$ cat src/rtl/module_alu_seq.sv
// module_alu_seq: multi-cycle sequencer in front of the shared 16-bit ALU.
// ADD/SUB take one ALU pass. MUL (shift-add) and DIV (restoring) take ITER
// iterations, each of which is a single ALU ADD or SUB.
// Optional macro ALU_SEQ_SIGNED_EN: MUL/DIV treat operands as two's complement.
module module_alu_seq #(
    parameter int WIDTH = 16,
    parameter int ITER  = 16
) (
    input  logic             clk,
    input  logic             rst_n,
    input  logic             req_valid,
    output logic             req_ready,
    input  logic [1:0]       req_cmd,
    input  logic [WIDTH-1:0] req_a,
    input  logic [WIDTH-1:0] req_b,
    output logic             rsp_valid,
    input  logic             rsp_ready,
    output logic [WIDTH-1:0] rsp_result,
    output logic [WIDTH-1:0] rsp_aux,
    output logic             rsp_err,
    output logic             busy,
    output logic [3:0]       alu_op,
    output logic [WIDTH-1:0] alu_in1,
    output logic [WIDTH-1:0] alu_in2,
    input  logic [WIDTH-1:0] alu_result
);
    localparam int CW = $clog2(ITER);
    localparam logic [1:0] C_ADD = 2'b00, C_SUB = 2'b01, C_MUL = 2'b10, C_DIV = 2'b11;
    localparam logic [3:0] OP_ADD = 4'b0000, OP_SUB = 4'b0001;

    typedef enum logic [2:0] {IDLE, EXEC, MUL_IT, DIV_IT, DONE} state_t;

    state_t           state_q;
    logic [1:0]       cmd_q;
    logic [WIDTH-1:0] a_q, b_q;
    logic [WIDTH-1:0] acc_q, lo_q;     // MUL: {acc,lo}; DIV: rem=acc, quotient=lo
    logic [WIDTH-1:0] acc_d, lo_d;
    logic [CW-1:0]    cnt_q;
    logic             rsp_valid_q, rsp_err_q;
    logic [WIDTH-1:0] rsp_result_q, rsp_aux_q;
    logic [WIDTH:0]   sh;
    logic             carry, take;
    logic [WIDTH-1:0] a_ld, b_ld;
    logic [2*WIDTH-1:0] prod;
    logic [WIDTH-1:0] fin_res, fin_aux;
`ifdef ALU_SEQ_SIGNED_EN
    logic             neg_q, sa_q;     // result sign, dividend sign
`endif

    assign req_ready  = (state_q == IDLE);
    assign busy       = (state_q != IDLE);
    assign rsp_valid  = rsp_valid_q;
    assign rsp_result = rsp_result_q;
    assign rsp_aux    = rsp_aux_q;
    assign rsp_err    = rsp_err_q;

    // Operand load values: MUL/DIV iterate on magnitudes when signed mode is on
    always_comb begin
        a_ld = req_a;
        b_ld = req_b;
`ifdef ALU_SEQ_SIGNED_EN
        if (req_cmd[1]) begin
            if (req_a[WIDTH-1]) a_ld = -req_a;
            if (req_b[WIDTH-1]) b_ld = -req_b;
        end
`endif
    end

    // ALU drive decoded from state; idle ALU sees all zeros
    always_comb begin
        alu_op  = '0;
        alu_in1 = '0;
        alu_in2 = '0;
        sh      = {acc_q, lo_q[WIDTH-1]};
        case (state_q)
            EXEC: if (cmd_q != C_DIV) begin
                alu_op  = (cmd_q == C_SUB) ? OP_SUB : OP_ADD;
                alu_in1 = a_q;
                alu_in2 = b_q;
            end
            MUL_IT: begin
                alu_op  = OP_ADD;
                alu_in1 = acc_q;
                alu_in2 = b_q;
            end
            DIV_IT: begin
                alu_op  = OP_SUB;
                alu_in1 = sh[WIDTH-1:0];
                alu_in2 = b_q;
            end
            default: ;
        endcase
    end

    // One shift-add or restoring-divide step, plus the final result shaping
    always_comb begin
        acc_d = acc_q;
        lo_d  = lo_q;
        carry = (alu_result < acc_q);
        take  = sh[WIDTH] | (sh[WIDTH-1:0] >= b_q);
        if (state_q == MUL_IT) begin
            if (lo_q[0]) begin
                acc_d = {carry, alu_result[WIDTH-1:1]};
                lo_d  = {alu_result[0], lo_q[WIDTH-1:1]};
            end else begin
                acc_d = {1'b0, acc_q[WIDTH-1:1]};
                lo_d  = {acc_q[0], lo_q[WIDTH-1:1]};
            end
        end else if (state_q == DIV_IT) begin
            lo_d  = {lo_q[WIDTH-2:0], take};
            acc_d = take ? alu_result : sh[WIDTH-1:0];
        end
        prod    = {acc_d, lo_d};
        fin_res = lo_d;
        fin_aux = acc_d;
`ifdef ALU_SEQ_SIGNED_EN
        if (neg_q) prod = -prod;
        if (neg_q) fin_res = -lo_d;
        if (sa_q)  fin_aux = -acc_d;
`endif
        if (state_q == MUL_IT) begin
            fin_res = prod[WIDTH-1:0];
            fin_aux = prod[2*WIDTH-1:WIDTH];
        end
    end

    // Sequencer FSM with registered response
    always_ff @(posedge clk or negedge rst_n) begin
        if (!rst_n) begin
            state_q      <= IDLE;
            cmd_q        <= '0;
            a_q          <= '0;
            b_q          <= '0;
            acc_q        <= '0;
            lo_q         <= '0;
            cnt_q        <= '0;
            rsp_valid_q  <= 1'b0;
            rsp_result_q <= '0;
            rsp_aux_q    <= '0;
            rsp_err_q    <= 1'b0;
`ifdef ALU_SEQ_SIGNED_EN
            neg_q        <= 1'b0;
            sa_q         <= 1'b0;
`endif
        end else begin
            case (state_q)
                IDLE: if (req_valid) begin
                    cmd_q <= req_cmd;
                    a_q   <= req_a;
                    b_q   <= b_ld;
                    acc_q <= '0;
                    lo_q  <= a_ld;
                    cnt_q <= '0;
`ifdef ALU_SEQ_SIGNED_EN
                    neg_q <= req_a[WIDTH-1] ^ req_b[WIDTH-1];
                    sa_q  <= req_a[WIDTH-1];
`endif
                    if (req_cmd == C_MUL)                         state_q <= MUL_IT;
                    else if (req_cmd == C_DIV && req_b != '0)     state_q <= DIV_IT;
                    else                                          state_q <= EXEC;
                end
                EXEC: begin
                    rsp_valid_q <= 1'b1;
                    if (cmd_q == C_DIV) begin
                        rsp_result_q <= '1;
                        rsp_aux_q    <= a_q;
                        rsp_err_q    <= 1'b1;
                    end else begin
                        rsp_result_q <= alu_result;
                        rsp_aux_q    <= '0;
                        rsp_err_q    <= 1'b0;
                    end
                    state_q <= DONE;
                end
                MUL_IT, DIV_IT: begin
                    acc_q <= acc_d;
                    lo_q  <= lo_d;
                    cnt_q <= cnt_q + CW'(1);
                    if (cnt_q == CW'(ITER-1)) begin
                        cnt_q        <= '0;
                        rsp_valid_q  <= 1'b1;
                        rsp_result_q <= fin_res;
                        rsp_aux_q    <= fin_aux;
                        rsp_err_q    <= 1'b0;
                        state_q      <= DONE;
                    end
                end
                DONE: if (rsp_ready) begin
                    rsp_valid_q <= 1'b0;
                    state_q     <= IDLE;
                end
                default: state_q <= IDLE;
            endcase
        end
    end
endmodule

$ cat config.mk
export PLATFORM = sky130hd
export DESIGN_NAME = module_alu_seq
export DESIGN_NICKNAME = d
export VERILOG_FILES = /design/src/rtl/module_alu_seq.sv
export SDC_FILE = /design/constraint.sdc
export NUM_CORES = 1
export LEC_CHECK = 0
export CORE_MARGIN = 4
export CORE_UTILIZATION = 64
export CTS_CLUSTER_SIZE = 30
export DETAILED_ROUTE_END_ITERATION = 10
export DONT_BUFFER_PORTS = 1
export GPL_TIMING_DRIVEN = 0
export PLACE_DENSITY = 0.8
export RECOVER_POWER = 50
export SYNTH_ARGS = -nofsm -noshare
export SYNTH_HDL_FRONTEND = slang
export SYNTH_SLANG_ARGS = --single-unit
$ cat constraint.sdc
create_clock -name clk -period 2.4 [get_ports clk]
set_input_delay 0.48 -clock clk [delete_from_list [all_inputs] [get_ports clk]]
set_output_delay 0.48 -clock clk [all_outputs]
set_load 0.01 [all_outputs]
# Word level (Yosys, flattened, before mapping)
# Cells that the tools add are included.
totals:
  ff_bits: 107
  ramBits: 0
  wordCells: 80
  latchBits: 0
  romBits: 0
  inputBits: 54
  n_memories: 0
op_classes:
  n_shift: 0
  eq_ne: 13
  div: 0
  n_reduce_logical: 13
  bitwise_logic: 1
  addsub: 1
  multipliers: 0
  order_cmp: 2
  n_mux: 39
op_table:
  columns: ["op", "n"]
  rows:
  - ["16-bit 2-to-1 mux", 15]
  - ["16-bit one-hot mux with 2 select lines", 5]
  - ["16-bit one-hot mux with 3 select lines", 1]
  - ["16-bit >= comparator", 1]
  - ["16-bit < comparator", 1]
  - ["16-bit nonzero test", 1]
  - ["3-bit one-hot mux with 4 select lines", 1]
  - ["3-bit 2-to-1 mux", 3]
  - ["4-bit 2-to-1 mux", 2]
  - ["4-bit one-hot mux with 2 select lines", 1]
  - ["2-bit equality test (second input constant)", 3]
  - ["3-bit by 2-bit equality test with 1-bit output (second input constant)", 2]
  - ["1-bit 2-to-1 mux", 6]
  - ["2-bit != test (second input constant)", 3]
  - ["2-bit AND reduction", 3]
  - ["3-bit AND reduction", 2]
  - ["3-bit nonzero test", 2]
  - ["4-bit by 1-bit adder with 4-bit output (second input constant)", 1]
  - ["4-bit equality test (second input constant)", 1]
  - ["2-bit 2-to-1 mux", 2]
  - ["1-bit one-hot mux with 2 select lines", 2]
  - ["2-bit nonzero test", 2]
  - ["3-bit by 1-bit equality test with 1-bit output (second input constant)", 1]
  - ["3-bit equality test (second input constant)", 1]
  - ["other kinds (7)", 7]

# Logic depth before layout (Yosys ltp)
# Gate-level depths: netlist of the first run.
depth:
  depth_word: 7
  mapped_depth: 10
  ltp_nobuf: 8

# Least setup slack after synthesis of the first run
# OpenSTA, ideal clock, no wires.
synth_timing:
  path_kind: "flip-flop to flip-flop"
  startpoint: "register lo_q[15]"
  endpoint: "register acc_q[12]"
  setup_ns: 0.142
  synth_period_minus_slack_ns: 2.241
  t_required_ns: 2.258
  arrival_ns: 2.099
  setup_slack_ns: 0.159
  stages_incl_launch_ff: 11
  cell_sequence: "dfrtp_1 > inv_1 > ha_1 > nand2b_4 > a2111oi_4 > o31ai_1 > a211o_1 > buf_6 > buf_12 > mux2i_1 > o221ai_1"
synth_via:
  elab_chain_cells: 6
synth_lines:
  columns: ["element", "line_no", "source"]
  rows:
  - ["start: declaration", "36", "logic [WIDTH-1:0] acc_q, lo_q;"]
  - ["start signal: assignment", "152", "lo_q <= a_ld;"]
  - ["start signal: assignment", "177", "lo_q <= lo_d;"]
  - ["16-bit >= comparator", "100", "take = sh[WIDTH] | (sh[WIDTH-1:0] >= b_q);"]
  - ["1-bit bitwise OR", "100", null]
  - ["16-bit 2-to-1 mux", "111", "acc_d = take ? alu_result : sh[WIDTH-1:0];"]
  - ["16-bit 2-to-1 mux", "109", "end else if (state_q == DIV_IT) begin"]
  - ["16-bit 2-to-1 mux", "101", "if (state_q == MUL_IT) begin"]
  - ["16-bit one-hot mux with 2 select lines", "146", "case (state_q)"]
  - ["end signal: assignment", "134", "acc_q <= '0;"]
  - ["end signal: assignment", "151", "acc_q <= '0;"]
  - ["end signal: assignment", "176", "acc_q <= acc_d;"]
  - ["end: declaration", "36", null]
# Every way passes these cells.
# A chain may end at the register's enable or synchronous reset.

# Worst setup path after layout of the first run
layout_timing:
  startpoint: "register state_q[1]"
  endpoint: "output alu_in1[1]"
layout_via:
  elab_chain_cells: 2
  elab_cells_between_ends: 4
  cone_classes: "3 x eq/ne; 1 x mux"
layout_lines:
  columns: ["element", "line_no", "source"]
  rows:
  - ["start: declaration", "33", "state_t state_q;"]
  - ["start signal: assignment", "130", "state_q <= IDLE;"]
  - ["start signal: assignment", "158", "if (req_cmd == C_MUL) state_q <= MUL_IT;"]
  - ["start signal: assignment", "159", "else if (req_cmd == C_DIV && req_b != '0) state_q <= DIV_IT;"]
  - ["3-bit by 2-bit equality test with 1-bit output or 3-bit by 1-bit equality test with 1-bit output (tied branches)", "75", "case (state_q)"]
  - ["16-bit one-hot mux with 3 select lines *", "75", null]
  - ["end: declaration", "23", "output logic [WIDTH-1:0] alu_in1,"]
# Mark *: on every way between the ends. The rest lies on a longest branch, timed or not.

==> qor.yml, run 1 <==
switching_share: 0.4782
maxCapViolCount: 0
synthTopCellsByArea: "dfrtp_1 (43%), nand2_1 (8.7%), ha_1 (6.5%), o21ai_0 (6.0%), mux2i_1 (3.7%)"
critical_path.max_stage_delay_ns: 0.46
switchingPower_uw: 5528
synthArstFlopShare: 1.000
end_kind: "primary output"
diodes: 0
ys_ff_latch: 107
ys_warn_count: 0
combPwrFrac: 0.581
hpwl_mm: 15.33
yosys.area_share.simple: 0.1626
cts_num_sinks: 107
antenna_left: 0
critical_path_arrival_ns: 1.94
finalNonFillerCells: 891
clkLatencyLatePin_ns: 0.39
finalHoldWorstSlack_ns: -0.2334
max_slew_margin: 0.4306
clock.fmax_mhz: 413.9
most-common-layout-cells: "nand2_1 (142), dfrtp_1 (99), o21ai_0 (72)"
slowest_stage: "dfrtp_2"
synth_edf_count: 0
io_buffers: 0
vias: 6205
synth_top_cell_area_share: 0.4321
htreeDepth: 3
netlist.top_cell.by_area: "dfrtp_1"
syn_area_per_cell_um2: 8.801
vias_per_cell: 6.964
final_nets: 844
path_cells: "buf_8 > and2_4 > buf_8 > a222oi_1 > inv_1"
wl_per_cell_um: 24.76
place.gp.congestion: 0.9891
required_ns: 1.92
final_common_cell: "nand2_1"
clkPwrFrac: 0.095
status: "complete, but fails checks"
cts_tree: "built"
netlist_instances: 704
ys_seq_area_frac: 0.4321
p_int_uw: 6033
seq_power_share: 0.324
io_pins: 126
fin_area_um2: 7457
synth_mux_area_frac: 0.05109
hold_viol: 107
p_leak_uw: 0.003268
die_x_um: 106.4
grt_pass1_vias: 5927
drive_gt1_frac: 0.2231
fillers: 600
synthFlopType: "dfrtp_1"
fin_worst_skew_ns: 0.01326
fin_crit_sh: 1.007
synth-adder-area-share: 0.06462
cts_buffer_depth: 2
rsz0062_at_grt: "true"
crit_fanout: 7
place_area_um2: 6365
syn_to_final_growth_pct: 20.36
dp.cells: 835
die_area_um2: 11320
start_util: 0.6643
fp.coreArea_um2: 9328
grt_antenna_before_repair: 2
violations: "negative hold slack, negative setup slack"
die_y_um: 106.4
wl_mm: 22.07
cts-buffers-inserted: 9
cpMostUsedCell: "buf_8"
synth_top_family_by_area: "compound AO/OA/AOI/OAI gates"
drt-pass1-iter-count: 7
grt_overflow: 0
maxSlewViolCount: 0
grt.total_usage: 0.3829
final_core_utilization: 0.7995
synth-compound-area-share: 0.2199
worstMarginPinSlew_ns: 0.8541
critPathKind: "flop to primary output"
hp-class: "primary input to asynchronous set/reset pin"
setup_viol: 4
power-per-cell-area_nw_per_um2: 1550
netlist_area_um2: 6196
report.power.total_uw: 11560
start_kind: "flop"
rows: 35
yosys.area_share.xor_xnor: 0
peakVddDrop_uv: 881.6
clk_pin_slew_ns: 0.11
clock-root-buffer: "clkbuf_8"
setup_slack_ns: -0.01611
fin_setup_tns_ns: -0.02942
drt-initial-drc-count: 898
grt_max_degree: 108
grt_pass1_wl_mm: 33.11
fin_crit_ns: 2.416
drc: 0
synth_cell_types: 49
-- state kept, by name (all words and copies together), names as in the netlist --
register,flops
a_q,16
acc_q,16
b_q,16
lo_q,16
rsp_aux,16
rsp_result,16
cnt_q,4
state_q,3
cmd_q,2
rsp_err,1
rsp_valid,1
-- power groups by stage --
stage / Combinational (uW) / Clock [uW] / Sequential (uW)
2_1_floorplan: 3680 / 0 / 3310
3_3_place_gp: 4590 / 0 / 3650
3_5_place_dp: 4760 / 0 / 3670
4_1_cts: 5640 / 1090 / 3650
5_1_grt: 7220 / 1170 / 3810
6_report: 6720 / 1090 / 3750
-- routing by layer --
layer | vias up | part of all wire | GRT usage
met5 | - | 0.0013 | 0
met4 | 4 | 0.030 | 0.1240
met3 | 73 | 0.13 | 0.1105
met2 | 485 | 0.47 | 0.6041
met1 | 3021 | 0.37 | 0.5101
li1 | 2622 | - | -
-- cell type report --
class                   instances  area (um^2)  area share
plain buffers                  42        272.8     0.03658
clock buffers                  10        137.6     0.01846
clock inverters                 5        46.29    0.006208
inverters                      50        187.7     0.02517
multi-input cells             499         3522      0.4723
flip-flops and latches        107         2688      0.3604
well taps                     129        161.4     0.02164
repair buffers                 49        441.7     0.05923
-- final timing paths --
kind	from	to	slack, ns	cells past startpoint
setup / recovery	state_q[1]$_DFFE_PN0P_	alu_in1[1]	-0.02	5
hold / removal	rst_n	cnt_q[0]$_DFFE_PN0P_	-0.23	0
min in group clk	req_a[2]	a_q[2]$_DFFE_PN0P_	0.19	2
setup reg to reg	acc_q[5]$_DFFE_PN0P_	rsp_aux[15]$_DFFE_PN0P_	0	9
hold reg to reg	cnt_q[3]$_DFFE_PN0P_	cnt_q[3]$_DFFE_PN0P_	0.52	1
max in group asynchronous	rst_n	acc_q[6]$_DFFE_PN0P_	2.44	0
-- cells by family after synthesis --
| family | Yosys count |
|---|---|
| simple gates | 237 |
| compound gates | 198 |
| flops | 107 |
| buf+inv | 100 |
| fa+ha+maj | 32 |
| mux | 29 |
| other cells | 1 |
-- cell usage after synthesis (3+ instances only) --
master,n
a31oi_2,5
mux2_4,5
buf_2,11
nand4_1,6
nor2b_1,3
mux2i_1,23
nor4_1,3
and2_1,4
buf_4,4
o21ai_0,74
clkbuf_1,32
nor2_1,42
a222oi_1,16
dfrtp_1,107
a31oi_1,15
a21oi_1,23
a22oi_1,14
inv_1,50
nor3_1,19
ha_1,32
a21o_1,5
nand2_1,143
o221ai_1,25
o31ai_1,3
nand2b_1,6
o211ai_1,3
nand3_1,4
-- metrics by stage --
step	setup slack, ns	hold slack (ns)
finish	-0.01611	-0.2334
global route	-0.1006	-0.2493
CTS	-0.04519	-0.2274
detailed placement	-0.4671	0.1871
global placement	-0.3620	0.1868
floorplan	0.1590	0.1844
-- timing repair --
item	in CTS	in global routing
gates resized for setup	60	64
setup buffers	37	13
endpoints found under the setup margin	80	101
cloned	1	0
endpoints found under the hold margin	107	107
pin swaps	10	12
-- critical path, delay by kind of cell, from the launching register on --
family,cells,cell delay (ns)
AOI/OAI and AO/OA,1,0.45
DFF,1,0.46
and+or+nand+nor,1,0.19
buffers and inverters,3,0.45
No activity file was read; power rests on OpenSTA's default activity.
==> inputs of run 2 (changes only) <==
--- a/config.mk
+++ b/config.mk
@@ -13,6 +13,8 @@
 export GPL_TIMING_DRIVEN = 0
 export PLACE_DENSITY = 0.8
 export RECOVER_POWER = 50
+export SKIP_CTS_REPAIR_TIMING = 1
+export SKIP_LAST_GASP = 1
 export SYNTH_ARGS = -nofsm -noshare
 export SYNTH_HDL_FRONTEND = slang
 export SYNTH_SLANG_ARGS = --single-unit
==> qor.yml, run 2 (synthesis gave the netlist of run 1 again) <==
status: "complete, but fails checks"
violations: "negative hold slack, negative setup slack"
cts_buffer_depth: 2  # unchanged
hold_viol: 107  # unchanged
path_cells: "buf_6 > and2_4 > buf_8 > buf_8 > a222oi_1 > inv_1"
peakVddDrop_uv: 844.3  # -4.2%
start_util: 0.6643  # unchanged
p_int_uw: 5804  # -3.8%
drt-initial-drc-count: 718  # -20%
die_x_um: 106.4  # unchanged
drc: 0  # unchanged
clkLatencyLatePin_ns: 0.38  # about the same
place.gp.congestion: 0.9891  # unchanged
cts_tree: "built"
die_area_um2: 11320  # unchanged
post-place-ws_ns: -0.4671  # unchanged
rsz0062_at_grt: "true"
wl_mm: 21.79  # -1.3%
antenna_left: 0  # unchanged
start_kind: "flop"
report.power.total_uw: 11240  # -2.7%
r2r_slack_ns: -0.14  # -0.14 ns
cpMostUsedCell: "buf_8"
power-per-cell-area_nw_per_um2: 1524  # -1.7%
setup_viol: 31  # +27
wl_per_cell_um: 24.67  # -0.37%
vias: 6094  # -1.8%
p_leak_uw: 0.003231  # -1.1%
cts-buffers-inserted: 9  # unchanged
combPwrFrac: 0.568  # -0.013
max_slew_margin: 0.4045  # -0.02618
grt_pass1_vias: 5696  # -3.9%
io_buffers: 0  # unchanged
critical_path_arrival_ns: 2.07  # +0.13 ns
final_common_cell: "nand2_1"
drive_gt1_frac: 0.2151  # -0.007958
grt_max_degree: 108  # unchanged
fin_crit_sh: 1.064  # +0.05738
fin_worst_skew_ns: 0.01164  # -0.001625 ns
seq_power_share: 0.336  # +0.012
critical_path.max_stage_delay_ns: 0.47  # about the same
r2r-start: "acc_q[4]$_DFFE_PN0P_"
grt_pass1_wl_mm: 31.61  # -4.5%
die_y_um: 106.4  # unchanged
place_area_um2: 6365  # unchanged
setup_slack_ns: -0.1538  # -0.1377 ns
worstMarginPinSlew_ns: 0.8933  # +0.03927 ns
cts_num_sinks: 107  # unchanged
maxCapViolCount: 0  # unchanged
grt_antenna_before_repair: 0  # -2
required_ns: 1.92  # about the same
vias_per_cell: 6.901  # -0.90%
crit_start: "state_q[1]$_DFFE_PN0P_"
slowest_stage: "a222oi_1"
most-common-layout-cells: "nand2_1 (142), dfrtp_1 (99), o21ai_0 (73)"
fin_area_um2: 7377  # -1.1%
fp.coreArea_um2: 9328  # unchanged
fillers: 627  # +4.5%
rows: 35  # unchanged
io_pins: 126  # unchanged
clkPwrFrac: 0.097  # +0.002
clk_pin_slew_ns: 0.11  # about the same
switchingPower_uw: 5439  # -1.6%
clock-root-buffer: "clkbuf_8"
grt.total_usage: 0.3656  # -0.01735
hpwl_mm: 15.33  # unchanged
maxSlewViolCount: 0  # unchanged
htreeDepth: 3  # unchanged
end_kind: "primary output"
switching_share: 0.4838  # +0.005604
syn_to_final_growth_pct: 19.06
clock.fmax_mhz: 391.6  # -5.4%
critPathKind: "flop to primary output"
reg2reg_depth: 9  # unchanged
fin_crit_ns: 2.554  # +0.1377 ns
final_nets: 835  # -1.1%
hp-class: "primary input to asynchronous set/reset pin"
drt-pass1-iter-count: 6  # -1
finalHoldWorstSlack_ns: -0.2242  # +0.009115 ns
crit_fanout: 7  # unchanged
grt_overflow: 0  # unchanged
[run 2: final cells by class]
type                       count  area, um^2  area share
antenna                        1       2.502   0.0003392
multi-input combinational    499        3526      0.4780
clock buffer                  10       137.6     0.01866
timing repair buffer          38       347.8     0.04715
inverter                      50       187.7     0.02544
buffer                        44       280.3     0.03799
tap                          129       161.4     0.02188
clock inverter                 5       46.29    0.006275
sequential                   107        2688      0.3643
[run 2: critical path: cells and delay by family (launching register included)]
family / cells / cell delay, ns
AND/OR/NAND/NOR: 1 / 0.16
flip-flops: 1 / 0.46
buffers and inverters: 4 / 0.60
AO/OA/AOI/OAI: 1 / 0.47
[run 2: final timing paths]
check,endpoint
max,alu_in1[0]
max reg2reg,acc_q[2]$_DFFE_PN0P_
min,state_q[1]$_DFFE_PN0P_
max in group asynchronous,acc_q[6]$_DFFE_PN0P_
min reg2reg,cnt_q[3]$_DFFE_PN0P_
min in group clk,a_q[7]$_DFFE_PN0P_
[run 2: stage by stage]
stage / instances / TNS, ns / util
3_5_place_dp: 835 / -17.04 / 0.6824
6_report: 883 / -2.374 / 0.7909
2_1_floorplan: 706 / 0 / -
3_3_place_gp: 835 / -11.92 / 0.6824
4_1_cts: 850 / -26.70 / 0.7021
5_1_grt: 882 / -4.574 / 0.7906
[run 2: power groups by stage]
stage | clock (uW) | sequential, uW | combinational, uW
after floorplan | 0 | 3310 | 3680
after global placement | 0 | 3650 | 4590
after detailed placement | 0 | 3670 | 4760
after CTS | 1090 | 3640 | 4790
after global routing | 1170 | 3830 | 6890
final | 1090 | 3770 | 6380
[run 2: per-layer routing]
layer	GRT usage	part of all wire
met1	0.5042	0.36
met2	0.5729	0.46
met3	0.08743	0.14
met4	0.1138	0.036
met5	0	0
==> inputs of run 3 (changes only) <==
--- a/config.mk
+++ b/config.mk
@@ -6,12 +6,13 @@
 export NUM_CORES = 1
 export LEC_CHECK = 0
 export CORE_MARGIN = 4
-export CORE_UTILIZATION = 64
+export CORE_UTILIZATION = 66
+export CTS_BUF_LIST = sky130_fd_sc_hd__clkbuf_2 sky130_fd_sc_hd__clkbuf_4 sky130_fd_sc_hd__clkbuf_8
 export CTS_CLUSTER_SIZE = 30
 export DETAILED_ROUTE_END_ITERATION = 10
 export DONT_BUFFER_PORTS = 1
 export GPL_TIMING_DRIVEN = 0
-export PLACE_DENSITY = 0.8
+export PLACE_DENSITY = 0.82
 export RECOVER_POWER = 50
 export SKIP_CTS_REPAIR_TIMING = 1
 export SKIP_LAST_GASP = 1
==> qor.yml, run 3 (synthesis gave the netlist of run 1 again) <==
status: "complete, but fails checks"
violations: "negative hold slack, negative setup slack"
antenna_left: 0  # unchanged
fin_setup_tns_ns: -1.994  # +0.3802 ns
r2r-start: "acc_q[4]$_DFFE_PN0P_"
final_nets: 824  # -1.3%
rows: 35  # unchanged
crit_fanout: 8  # +1
rsz0062_at_grt: "true"
die_area_um2: 11000  # -2.8%
critical_path.max_stage_delay_ns: 0.45  # -0.02 ns
drt-pass1-iter-count: 6  # unchanged
drt-initial-drc-count: 702  # -2.2%
slowest_stage: "dfrtp_2"
p_leak_uw: 0.003165  # -2.1%
cp.buffers_inverters: 4  # unchanged
cpMostUsedCell: "buf_4"
clock-root-buffer: "clkbuf_8"
reg2reg_depth: 9  # unchanged
place_area_um2: 6342  # -0.35%
fin_area_um2: 7163  # -2.9%
htreeDepth: 3  # unchanged
finalNonFillerCells: 852  # -3.5%
place.gp.congestion: 0.9988  # +0.98%
syn_to_final_growth_pct: 15.61
hp-class: "primary input to asynchronous set/reset pin"
peakVddDrop_uv: 962.5  # +14%
max_slew_margin: 0.4702  # +0.06573
most-common-layout-cells: "nand2_1 (141), dfrtp_1 (99), o21ai_0 (74)"
io_pins: 126  # unchanged
cts_tree: "built"
clk_pin_slew_ns: 0.11  # about the same
critPathKind: "flop to primary output"
final_common_cell: "nand2_1"
post-place-ws_ns: -0.4660  # +0.001059 ns
finalHoldWorstSlack_ns: -0.2329  # -0.008625 ns
diodes: 0  # -1
setup_viol: 36  # +16%
fin_worst_skew_ns: 0.01542  # +0.003787 ns
grt_antenna_before_repair: 0  # unchanged
start_kind: "flop"
power-per-cell-area_nw_per_um2: 1554  # +2.0%
vias: 5970  # -2.0%
reg2reg_to: "acc_q[8]$_DFFE_PN0P_"
grt_overflow: 0  # unchanged
dp.cells: 817  # -2.2%
wl_mm: 21.16  # -2.9%
grt_pass1_vias: 5833  # +2.4%
clock.fmax_mhz: 395.9  # +1.1%
start_util: 0.6737  # +0.009489
maxCapViolCount: 0  # unchanged
maxSlewViolCount: 0  # unchanged
fin_crit_sh: 1.052  # -0.01173
cts_num_sinks: 107  # unchanged
grt_pass1_wl_mm: 31.64  # about the same
cts-buffers-inserted: 9  # unchanged
worstMarginPinSlew_ns: 0.7947  # -0.09859 ns
io_buffers: 0  # unchanged
r2r_slack_ns: -0.11  # +0.03 ns
cts_buffer_depth: 2  # unchanged
hold_viol: 107  # unchanged
wl_per_cell_um: 24.83  # +0.65%
vias_per_cell: 7.007  # +1.5%
grt_max_degree: 108  # unchanged
drc: 0  # unchanged
die_x_um: 104.9  # -1.4%
multi_input_area_um2: 3448  # -2.2%
drive_gt1_frac: 0.1849  # -0.03025
path_cells: "buf_4 > nand2b_1 > nor3_4 > buf_4 > buf_6 > a222oi_1 > inv_1"
end_kind: "primary output"
setup_slack_ns: -0.1257  # +0.02815 ns
seq_area_um2: 2688  # unchanged
required_ns: 1.92  # about the same
cpLargestDelayFamily: "buffers and inverters"
critical_path_arrival_ns: 2.05  # -0.02 ns
fin_crit_ns: 2.526  # -0.02815 ns
grt.total_usage: 0.3731  # +0.007553
fp.coreArea_um2: 9196  # -1.4%
fillers: 622  # -0.80%
die_y_um: 104.9  # -1.4%
hpwl_mm: 15.40  # +0.46%
clkLatencyLatePin_ns: 0.39  # about the same
## run 3: report_power, final
group          total, uW  leakage (uW)  switching (uW)  internal [uW]
logic               6150       0.00177            3630           2530
clock network       1260      0.000106             668            587
registers           3720       0.00129            1040           2690
total              11100       0.00316            5330           5800
## run 3: final cells by class
class	count	area share
multi-input cells	499	0.4814
flip-flops and latches	107	0.3752
plain buffers	44	0.03843
repair buffers	27	0.03004
inverters	50	0.02620
well taps	111	0.01939
clock buffers	9	0.01729
clock inverters	5	0.01205
## run 3: worst max-delay path by stage
stage	cells after the start	slack [ns]	endpoint	startpoint
final	7	-0.13	alu_in1[0]	state_q[0]$_DFFE_PN0P_
after global routing	7	-0.19	alu_in1[0]	state_q[0]$_DFFE_PN0P_
after CTS	7	-0.82	alu_in1[0]	state_q[2]$_DFFE_PN0P_
after detailed placement	8	-0.47	rsp_aux[0]$_DFFE_PN0P_	cnt_q[0]$_DFFE_PN0P_
after global placement	8	-0.41	rsp_aux[7]$_DFFE_PN0P_	cnt_q[0]$_DFFE_PN0P_
after floorplan	10	0.16	acc_q[12]$_DFFE_PN0P_	lo_q[15]$_DFFE_PN0P_
## run 3: per-stage QoR
step,util,power [uW]
after floorplan,-,6990
after detailed placement,0.6897,8479
final,0.7789,11130
after global placement,0.6897,8244
after CTS,0.7125,9719
after global routing,0.7789,11750
## run 3: per-layer routing
metal,routed length [um],share of wire,track usage,vias to the layer above
li1,-,-,-,2572
met1,8001,0.38,0.4968,2869
met2,9757,0.46,0.5839,461
met3,2685,0.13,0.09636,68
met4,714,0.034,0.1500,0
met5,0,0,0,-
==> edit (config.mk and constraints of run 3) <==
Encoding of `state_t`: now one-hot (5 bits for 5 states).
--- a/src/rtl/module_alu_seq.sv
+++ b/src/rtl/module_alu_seq.sv
@@ -28,7 +28,7 @@
     localparam logic [1:0] C_ADD = 2'b00, C_SUB = 2'b01, C_MUL = 2'b10, C_DIV = 2'b11;
     localparam logic [3:0] OP_ADD = 4'b0000, OP_SUB = 4'b0001;
 
-    typedef enum logic [2:0] {IDLE, EXEC, MUL_IT, DIV_IT, DONE} state_t;
+    typedef enum logic [4:0] {IDLE = 5'b00001, EXEC = 5'b00010, MUL_IT = 5'b00100, DIV_IT = 5'b01000, DONE = 5'b10000} state_t;
 
     state_t           state_q;
     logic [1:0]       cmd_q;
Formal check against the unedited RTL: same outputs for any inputs over 4 cycles, from zero or initial values and one cycle with rst_n low; so few cycles prove little.
==> edit against run 3 <==
  * The flow still finishes with violations (hold timing, setup timing)
  * Count of clock-buffer cells in the layout is the same
  * Non-clock buffer count grew 30
  * Maximum frequency shrank 4.1%
  * Routed wire length grew 4.4%
  * Largest cell class unchanged
  * Combinational power is essentially flat
  * Sequential cell count grew 2
  * Power grew 0.97%
  * Largest power group unchanged
  * Setup slack lost 110 ps
  * Hold slack lost 2.5 ps
  * Cell area grew 7.1%
  * Highest routed layer unchanged
  * Area after synthesis grew 3.2%
==> edit: results (changes against run 3) <==
[status]
outcome=finished with violations
violations=hold timing, setup timing

[yosys]
synth.distinct_cells=54  ; +10%
synth-xor-area-share_pct=0.137  ; +0.14 points
syn_inst=672  ; -4.5%
synth_compound_area_share_pct=19.5  ; -2.5 points
ys_seq_area_share_pct=42.7  ; -0.55 points
muxShareOfSynthArea_pct=10.8  ; +5.7 points
synth_area_leaders=dfrtp_1, ha_1, mux2_2
synth-adder-area-share_pct=6.26  ; -0.20 points
synth_common_cells=dfrtp_1, nand2_1, nor2_1
synth_warnings=0  ; unchanged

[setup_path]
endpoint=alu_in1[8]
cp_slowest_cell=dfstp_2
critPathArrivalTime_ps=2150  ; +100 ps
rrSetupSlack_ps=-60  ; +50 ps
critPathTopFamily=flip-flops
worst_r2r_endpoint=rsp_aux[12]
r2r_start=state_q[1]
crit_start=state_q[0]
max_stage_delay_ps=620  ; +170 ps
reg2reg_depth=8  ; -1

[place]
placed_area_um2=6570  ; +3.6%
pre_cts_slack_ps=-607  ; -141 ps
io_buffers=0  ; unchanged
place.gp.congestion=0.933  ; -6.6%
dp.cells=803  ; -1.7%
post-dp-hpwl_mm=14.3  ; -6.9%

[route]
wire_per_inst_um=25.3  ; +1.9%
viasPerCell=7.01  ; about the same
drt_iter0_drc=844  ; +20%
firstDrtPassIters=8  ; +2

[timing]
fin_skew_ps=12.3  ; -3.14 ps
fin_ws_ps=-235  ; -109 ps
setup_viol=42  ; +17%
whs_ps=-235  ; -2.48 ps
finalHoldViolCount=109  ; +1.9%
fin_tns_setup_ps=-6220  ; -4220 ps
relSlewSlack_pct=44.7  ; -2.3 points

[global_routing]
grt_pass1_wl_mm=30.3  ; -4.1%
grt_max_degree=110  ; +1.9%
grt_pass1_vias=5649  ; -3.2%
grt_usage_pct=34.6  ; -2.7 points

[cts]
insertion_delay_ps=390  ; about the same
cts_htree_levels=3  ; unchanged

[layout]
drive_above_1_share_pct=28.1  ; +9.6 points
instances_no_fill=873  ; +2.5%
fin_nets=825  ; +0.12%

[power]
peakVddDrop_mv=0.879  ; -8.7%
leakagePower_nw=3.39  ; +7.1%

==> edit: changes by cell type after synthesis, sizes merged, moves of 7 or more <==
cell / delta
clkbuf: -13
nor2: +8
a211o: +15
nand2: -51
mux2i: +8
nor3: -18
o32a: +14
o21ai: -43
and2: +14
mux2: +28
nand3: +7
a41oi: +15
buf: +10
o221ai: -25
==> edit: routing by layer <==
layer / wire [um] / global-route usage, % / vias up
li1: - / - / 2566
met1: 7770 / 44.6 / 2959
met2: 10500 / 56.1 / 504
met3: 2960 / 9.84 / 94
met4: 906 / 12.1 / 0
met5: 0 / 0 / -
==> edit: power by group <==
group	switching, mW	leakage [nW]	internal [mW]
combinational	3.23	2.01	2.90
sequential	1.13	1.27	2.73
clock	0.744	0.104	0.503
==> edit: area by class of cell <==
type / instances / area [um2]
clock buffer: 9 / 124
fill: 536 / 1660
timing repair buffer: 56 / 503
clock inverter: 7 / 82.6
inverter: 49 / 184
tap: 129 / 161
buffer: 45 / 318
multi-input combinational: 469 / 3550
sequential: 109 / 2750
